$ cat src/rtl/edge_frame_writer_pkg.sv
// Shared types and pixel arithmetic for the edge-filter frame writer.
// Holds the FSM state encoding, the pixel width and the magnitude/gain helpers.
package edge_writer_pkg;

    localparam int PIX_W = 12;

    typedef enum logic [1:0] {
        IDLE   = 2'd0,
        STREAM = 2'd1,
        DRAIN  = 2'd2,
        DONE   = 2'd3
    } state_e;

    // Two's-complement negation in 12 bits maps -2048 onto 0x800, which is 2048 unsigned.
    function automatic logic [PIX_W-1:0] abs_mag(input logic [PIX_W-1:0] v);
        logic [PIX_W-1:0] neg;
        neg = ~v + {{(PIX_W-1){1'b0}}, 1'b1};
        return v[PIX_W-1] ? neg : v;
    endfunction

    function automatic logic [PIX_W-1:0] sat_shift(input logic [PIX_W-1:0] mag,
                                                    input logic [1:0]       shift);
        logic [PIX_W+2:0] wide;
        wide = {3'b000, mag} << shift;
        if (|wide[PIX_W+2:PIX_W]) begin
            return {PIX_W{1'b1}};
        end
        return wide[PIX_W-1:0];
    endfunction

endpackage

$ cat src/rtl/edge_frame_writer_fifo.sv
// First-word-fall-through FIFO holding {address, magnitude} write entries.
// The head entry is visible on dout whenever the FIFO is not empty.
module pix_fwft_fifo #(
    parameter int DEPTH      = 16,
    parameter int DATA_WIDTH = 33
) (
    input  logic                      clk,
    input  logic                      rst_n,
    input  logic                      push,
    input  logic                      pop,
    input  logic [DATA_WIDTH-1:0]     din,
    output logic [DATA_WIDTH-1:0]     dout,
    output logic                      full,
    output logic                      empty,
    output logic [$clog2(DEPTH):0]    count
);

    localparam int PW = $clog2(DEPTH);

    logic [DATA_WIDTH-1:0] mem_q [DEPTH];
    logic [PW-1:0]         rd_ptr_q;
    logic [PW-1:0]         wr_ptr_q;
    logic [PW:0]           count_q;
    logic                  do_push;
    logic                  do_pop;

    assign empty   = (count_q == '0);
    assign full    = (count_q == (PW+1)'(DEPTH));
    assign count   = count_q;
    assign dout    = mem_q[rd_ptr_q];
    assign do_pop  = pop && !empty;
    // A push into a full FIFO only lands when the head leaves in the same cycle.
    assign do_push = push && (!full || do_pop);

    always_ff @(posedge clk or negedge rst_n) begin
        if (!rst_n) begin
            rd_ptr_q <= '0;
            wr_ptr_q <= '0;
            count_q  <= '0;
        end else begin
            if (do_pop) begin
                rd_ptr_q <= rd_ptr_q + PW'(1);
            end
            if (do_push) begin
                wr_ptr_q <= wr_ptr_q + PW'(1);
            end
            case ({do_push, do_pop})
                2'b10:   count_q <= count_q + (PW+1)'(1);
                2'b01:   count_q <= count_q - (PW+1)'(1);
                default: count_q <= count_q;
            endcase
        end
    end

    always_ff @(posedge clk) begin
        if (do_push) begin
            mem_q[wr_ptr_q] <= din;
        end
    end

endmodule

$ cat src/rtl/edge_frame_writer.sv
// Frame sink for the edge filter: rebuilds raster position, converts pixels to
// saturated magnitudes and queues linear-address writes toward frame memory.
module edge_frame_writer
    import edge_writer_pkg::*;
#(
    parameter int WIDTH      = 1280,
    parameter int HEIGHT     = 960,
    parameter int ADDR_W     = 21,
    parameter int GAIN_SHIFT = 0,
    parameter int FIFO_DEPTH = 16
) (
    input  logic              clk,
    input  logic              rst_n,
    input  logic              start,
    input  logic              pix_valid,
    input  logic [11:0]       pix_data,
    output logic              wr_valid,
    input  logic              wr_ready,
    output logic [ADDR_W-1:0] wr_addr,
    output logic [11:0]       wr_data,
    output logic              busy,
    output logic              frame_done,
    output logic              overflow
);

    localparam int XW = (WIDTH > 1) ? $clog2(WIDTH) : 1;
    localparam int YW = (HEIGHT > 1) ? $clog2(HEIGHT) : 1;
    localparam int FW = ADDR_W + PIX_W;
    localparam int CW = $clog2(FIFO_DEPTH) + 1;

    state_e            state_q, state_d;
    logic [XW-1:0]     x_q, x_d;
    logic [YW-1:0]     y_q, y_d;
    logic [ADDR_W-1:0] addr_q, addr_d;
    logic              ovf_q, ovf_d;

    logic              s1_vld_q;
    logic [ADDR_W-1:0] s1_addr_q;
    logic [PIX_W-1:0]  s1_data_q;

    logic              pix_acc;
    logic              last_pix;
    logic              fifo_pop;
    logic              fifo_full;
    logic              fifo_empty;
    logic              drop;
    logic [FW-1:0]     fifo_dout;
    logic [CW-1:0]     fifo_count;

    assign pix_acc  = (state_q == STREAM) && pix_valid;
    assign last_pix = pix_acc && (x_q == XW'(WIDTH - 1)) && (y_q == YW'(HEIGHT - 1));
    assign fifo_pop = !fifo_empty && wr_ready;
    assign drop     = s1_vld_q && fifo_full && !fifo_pop;

    always_ff @(posedge clk or negedge rst_n) begin
        if (!rst_n) begin
            state_q <= IDLE;
        end else begin
            state_q <= state_d;
        end
    end

    always_comb begin
        state_d = state_q;
        case (state_q)
            IDLE:    if (start) state_d = STREAM;
            STREAM:  if (last_pix) state_d = DRAIN;
            DRAIN:   if ((fifo_count == '0) && !s1_vld_q) state_d = DONE;
            DONE:    state_d = IDLE;
            default: state_d = IDLE;
        endcase
    end

    always_comb begin
        busy       = (state_q == STREAM) || (state_q == DRAIN);
        frame_done = (state_q == DONE);
    end

    // The linear address is a running count, so y*WIDTH+x never needs a multiplier.
    always_comb begin
        x_d    = x_q;
        y_d    = y_q;
        addr_d = addr_q;
        ovf_d  = ovf_q;
        if ((state_q == IDLE) && start) begin
            x_d    = '0;
            y_d    = '0;
            addr_d = '0;
            ovf_d  = 1'b0;
        end else begin
            if (pix_acc) begin
                addr_d = addr_q + ADDR_W'(1);
                if (x_q == XW'(WIDTH - 1)) begin
                    x_d = '0;
                    y_d = y_q + YW'(1);
                end else begin
                    x_d = x_q + XW'(1);
                end
            end
            if (drop) begin
                ovf_d = 1'b1;
            end
        end
    end

    always_ff @(posedge clk or negedge rst_n) begin
        if (!rst_n) begin
            x_q      <= '0;
            y_q      <= '0;
            addr_q   <= '0;
            ovf_q    <= 1'b0;
            s1_vld_q <= 1'b0;
        end else begin
            x_q      <= x_d;
            y_q      <= y_d;
            addr_q   <= addr_d;
            ovf_q    <= ovf_d;
            s1_vld_q <= pix_acc;
        end
    end

    // Stage 1: magnitude, gain and saturation registered alongside the pixel address.
    always_ff @(posedge clk) begin
        if (pix_acc) begin
            s1_addr_q <= addr_q;
            s1_data_q <= sat_shift(abs_mag(pix_data), 2'(GAIN_SHIFT));
        end
    end

    // Stage 2: the registered entry enters the FIFO one cycle after stage 1 loads.
    pix_fwft_fifo #(
        .DEPTH      (FIFO_DEPTH),
        .DATA_WIDTH (FW)
    ) u_fifo (
        .clk   (clk),
        .rst_n (rst_n),
        .push  (s1_vld_q),
        .pop   (fifo_pop),
        .din   ({s1_addr_q, s1_data_q}),
        .dout  (fifo_dout),
        .full  (fifo_full),
        .empty (fifo_empty),
        .count (fifo_count)
    );

    assign wr_valid = !fifo_empty;
    assign wr_addr  = fifo_empty ? '0 : fifo_dout[FW-1:PIX_W];
    assign wr_data  = fifo_empty ? '0 : fifo_dout[PIX_W-1:0];
    assign overflow = ovf_q;

endmodule

$ cat config.mk
export PLATFORM = sky130hd
export DESIGN_NAME = edge_frame_writer
export DESIGN_NICKNAME = d
export VERILOG_FILES = /design/src/rtl/edge_frame_writer_pkg.sv /design/src/rtl/edge_frame_writer_fifo.sv /design/src/rtl/edge_frame_writer.sv
export SDC_FILE = /design/constraint.sdc
export NUM_CORES = 1
export LEC_CHECK = 0
export ABC_AREA = 1
export CAP_MARGIN = 10
export CORE_UTILIZATION = 45
export CTS_CLUSTER_SIZE = 16
export DETAILED_ROUTE_END_ITERATION = 16
export PLACE_DENSITY = 0.67
export SLEW_MARGIN = 20
export SYNTH_ARGS = -nofsm -noshare
export SYNTH_HDL_FRONTEND = slang
export SYNTH_SLANG_ARGS = --single-unit
$ cat constraint.sdc
create_clock -name clk -period 4.7 [get_ports clk]
set_input_delay 0.94 -clock clk [delete_from_list [all_inputs] [get_ports clk]]
set_output_delay 0.94 -clock clk [all_outputs]
set_load 0.005 [all_outputs]
# Word-level counts from Yosys, hierarchy flattened
# Memory sizes are Yosys's and may differ from the RTL's.
# Index checks and enable logic that the tools add are counted.
# totals
regBits	92
out_inout_bits	37
ram_bits	528
wordCells	78
input_bits	17
memories	1
# memory_table
name	depth	word_bits	read_ports	rd_ports_with_merged_regs	write_ports	line_no	rtl
u_fifo.mem_q	16	33	1	0	1	edge_frame_writer_fifo.sv:20	logic [DATA_WIDTH-1:0] mem_q [DEPTH];
# op_classes
add_sub_neg	8
reduce_logical	24
bitwise	1
mux	22
n_eq_ne	11
# op_table
op	count
$mux 21	3
$mux 12	3
$mux 11	3
$mux 10	3
$add 21x1->21 const B	1
$add 12x1->12 const B	1
$not 12->12	1
$add 11x1->11 const B	1
$eq 11x11->1 const B	1
$add 10x1->10 const B	1
$eq 10x10->1 const B	1
$logic_and 1x1->1	10
$pmux 5 s2	1
$add 4x1->4 const B	2
$pmux 2 s4	1
$reduce_bool 2->1	4
$eq 2x2->1 const B	3
$mux 2	3
$ne 2x2->1 const B	3
$add 5x1->5 const B	1
$eq 5x5->1 const B	1
$logic_not 5->1	1
$mux 1	5
$sub 5x1->5 const B	1
other kinds (6)	11

# Longest topological paths before layout
# depth
depth_word	8
mapped_depth	15
depth_no_buf	15

# Cells and area by module
# Synthesis repeated with hierarchy kept, for this count alone.
# hier_totals
hier_cells	2124
hier_area_um2	25643.3
# by_module_without_submodules
mod	cells_each	n_inst	seq_area_each_um2	area_per_inst_um2
pix_fwft_fifo	1638	1	16180.5	21519.4
edge_frame_writer	486	1	2142.1	4124.0

# Least setup slack after synthesis
# OpenSTA, ideal clock, no wires.
# synth_timing
path_kind	input to register
start	input port wr_ready
end	memory u_fifo.mem_q[0][0], enable pin
t_arrival_ns	2.812
slack_ns	1.465
required_time_ns	4.277
stages	6
n_path_buf	0
setup_time_ns	0.423
cell_sequence	nand2_2 nand2_1 nand2_1 inv_1 nand2_1 nor2_1
# synth_via
elab_chain_cells	6
# synth_lines
item	line_no	rtl
from (decl)	edge_frame_writer.sv:18	input logic wr_ready,
$logic_and 1x1->1	edge_frame_writer.sv:52	assign fifo_pop = !fifo_empty && wr_ready;
$logic_and 1x1->1	edge_frame_writer_fifo.sv:31	assign do_pop = pop && !empty;
$logic_or 1x1->1	edge_frame_writer_fifo.sv:33	assign do_push = push && (!full || do_pop);
$logic_and 1x1->1	edge_frame_writer_fifo.sv:33	
$mux 1	edge_frame_writer_fifo.sv:56	if (do_push) begin
$mux 1 (not written as such)	edge_frame_writer_fifo.sv:57	mem_q[wr_ptr_q] <= din;
to (decl)	edge_frame_writer_fifo.sv:20	
# No other way between the ends.

# Worst setup path in the final report
# layout_timing
start	register u_fifo.rd_ptr_q[0]
end	output port wr_addr[14]
# layout_via
elab_chain_cells	2
# layout_lines
item	line_no	rtl
from (decl)	edge_frame_writer_fifo.sv:21	logic [PW-1:0] rd_ptr_q;
from (signal assigned)	edge_frame_writer_fifo.sv:42	rd_ptr_q <= rd_ptr_q + PW'(1);
$mem_v2 16x33	n/a	
$mux 21	edge_frame_writer.sv:147	assign wr_addr = fifo_empty ? '0 : fifo_dout[FW-1:PIX_W];
to (decl)	edge_frame_writer.sv:19	output logic [ADDR_W-1:0] wr_addr,
# No other way between the ends.

==> results.toml <==
[clock_network]
worst_skew_pair.late_latency_ps = 610
cts.sinks = 620
cts_buffers = 59
cts_tree = "built"
cts_root_buffer = "clkbuf_16"
h-tree-depth = 2
clk_path_buf_depth = 3
clkTransAtPathRegs_ps = 60
cts_hold_buf = 0

[power]
powerDensity_nw_per_um2 = 601
vdd_drop_max_uv = 668
p_leak_nw = 9.02

[finish]
nFillCells = 4440
ff_latch_area_sq_um = 18300
drive_gt1_frac = 0.0808
syn_to_final_growth_pct = 13.1
fin_nets = 2016
multiInputGateArea_sq_um = 5900
antenna_cells = 0

[sta]
hold_viol = 0
grt_setup_unrepaired = "false"
slew_viol_final = 0
tightest_slew_ps = 1010
final_min_period_over_clock_period = 0.964
fmax_mhz = 221
finalCriticalPeriod_ps = 4530
tns_ps = 0
finalSetupViolCount = 0
slew_headroom = 0.326
setup_ws_ps = 169
clock_skew_ps = 15.9

[worst_setup_path]
crit_cells = 6
setup.worst_path.start_class = "flop"
critPathBufInv = 2
r2r_end = "addr_q[19]"
critPathSlowestCell = "dfrtp_4"
reg2reg_slack_ps = 2020
critPathRequiredTime_ps = 3760
critical_path_class = "reg -> out"
startpoint = "u_fifo.rd_ptr_q[0]"
cp-end-kind = "output port"
cp_top_family = "buffers and inverters"
r2r_start = "state_q[0]"
cp-endpoint = "wr_addr[14]"
critPathMaxStageDelay_ps = 850
cp_max_fo = 58
critPathArrivalTime_ps = 3590
critical_path.cell_chain = "buf_4 -> o21ai_0 -> o221ai_1 -> nand3_1 -> a21oi_1 -> clkdlybuf4s50_1"
reg2regPathDepth = 11

[floorplan]
dieArea_sq_um = 56400
pin_count = 54
start_util = 0.459
fp.dieW_microns = 238
die_h_microns = 238
row_count = 85
core_sq_um = 54300

[logic_synthesis]
async_reset_ff_frac = 0.0952
synth_cell_type_count = 41
synth_seq_cells = 620
synth_ff_type = "edfxtp_1"
synth_top_area_share = 0.675
yosysMostFrequentCell = "edfxtp_1"
yosysTopAreaCell = "edfxtp_1"
syn_area_sq_um = 25000
synthCells = 1938
ys_top_cells_by_count = "561 x edfxtp_1, 360 x nor2_1, 299 x o21ai_0"
synth_fp_nets = 1971
yosys-top-cells-area = "edfxtp_1 67%, o21ai_0 6.0%, dfrtp_1 5.9%, nor2_1 5.4%, o221ai_1 3.2%"
synth_seq_area_share = 0.734
synth_edf_count = 561
yosysWarnings = 0
syn_area_per_cell_sq_um = 12.9

[route]
drt-total-wl_mm = 61.2
wl_per_cell_microns = 22.1
vias_per_cell = 5.85
dr.pass1.iters = 7
num_vias = 16200
first_iter_violations = 2092
ant_nets = 0
drc = 0

[global_routing]
grt_pass1_wl_mm = 93.3
grt_usage = 0.218
grt_pass1_vias = 15800
grt_max_degree = 80
grt-ovfl-total = 0
antenna_found_initial = 1

[placed_design]
dp_hpwl_mm = 31.9
gp_congestion = 0.799
io_buffer_count = 53
pre_cts_slack_ps = 828

[flow_run]
cap_violations = 0

[status]
status = "completed"

[worst_hold_path]
hold_class = "in -> async"
## area by class of cell
cell class,instances,share of cell area
Sequential cell,620,0.649
Multi-Input combinational cell,1128,0.209
Clock inverter,28,0.00948
Inverter,76,0.0104
Tap cell,739,0.0327
Clock buffer,79,0.0549
Timing Repair Buffer,98,0.0345
## worst min-delay path by stage
stage | endpoint | slack, ps | cells after the start
after floorplan | s1_addr_q[19] | 420 | 0
after global placement | s1_addr_q[20] | 430 | 0
after detailed placement | s1_addr_q[20] | 430 | 0
after CTS | u_fifo.count[0] | 450 | 1
after global routing | s1_addr_q[20] | 470 | 0
final | u_fifo.count[0] | 440 | 1
## stage by stage
step           instances  hold WS [ps]  cell area [sq um]  power (mW)  utilization
3_3_place_gp        2661           433              26400        12.4        0.486
2_1_floorplan       1938           425              25000        10.2            -
6_report            2768           435              28200        17.0        0.520
3_5_place_dp        2661           432              26400        12.5        0.486
4_1_cts             2768           447              28200        17.0        0.520
5_1_grt             2768           473              28200        17.8        0.520
## cells by family (layout without fill, tap and decap cells)
family,Yosys count,count (layout),share of synthesized area
buf+inv,190,281,0.0346
fa+ha+maj,16,16,0.00802
xor+xnor,22,22,0.00772
simple gates,572,572,0.0944
flops,620,620,0.734
compound gates,518,518,0.121
## sequential cells by signal, indices dropped and copies added, names as in the netlist, 2 cells and up
signal	count
state_q	2
addr_q	21
y_q	10
u_fifo.rd_ptr_q	4
u_fifo.wr_ptr_q	4
s1_addr_q	21
u_fifo.count	5
x_q	11
u_fifo.mem_q	528
s1_data_q	12
## where the power goes
group          leakage [nW]  total (mW)  internal, mW  switching (mW)
clock                 0.884        4.56          2.58            1.98
combinational          2.84        5.29          1.83            3.46
sequential             5.30        7.13          6.71           0.413
## placed cells by master, fill, tap and decap left out, drive strengths merged
| cell type | count |
|---|---|
| edfxtp | 561 |
| nor2 | 365 |
| o21ai | 316 |
| nand2 | 96 |
| o221ai | 92 |
| clkbuf | 79 |
| inv | 78 |
| nand3 | 76 |
| dfrtp | 59 |
| a21oi | 57 |
| clkdlybuf4s50 | 52 |
| buf | 46 |
| o22ai | 42 |
| nor3 | 23 |
| clkinv | 21 |
| xor2 | 20 |
| ha | 16 |
| nand4 | 6 |
| bufinv | 5 |
| a31oi | 4 |
| nor4 | 4 |
| o21a | 3 |
| xnor2 | 2 |
| o31ai | 2 |
| a22oi | 2 |
| or2 | 1 |
| and3 | 1 |
## routing by layer
metal / GRT usage / wire length [microns] / vias to the layer above
met5: 0 / 13 / -
met4: 0.0631 / 1320 / 2
met3: 0.0348 / 5190 / 103
met2: 0.350 / 28800 / 776
met1: 0.308 / 25900 / 8052
li1: - / - / 7248
## timing repair
action,in CTS,in global routing
setup buffers,0,0
endpoints found under the setup margin,0,2
gates resized for setup,0,1
(Power assumes the default switching activity.)
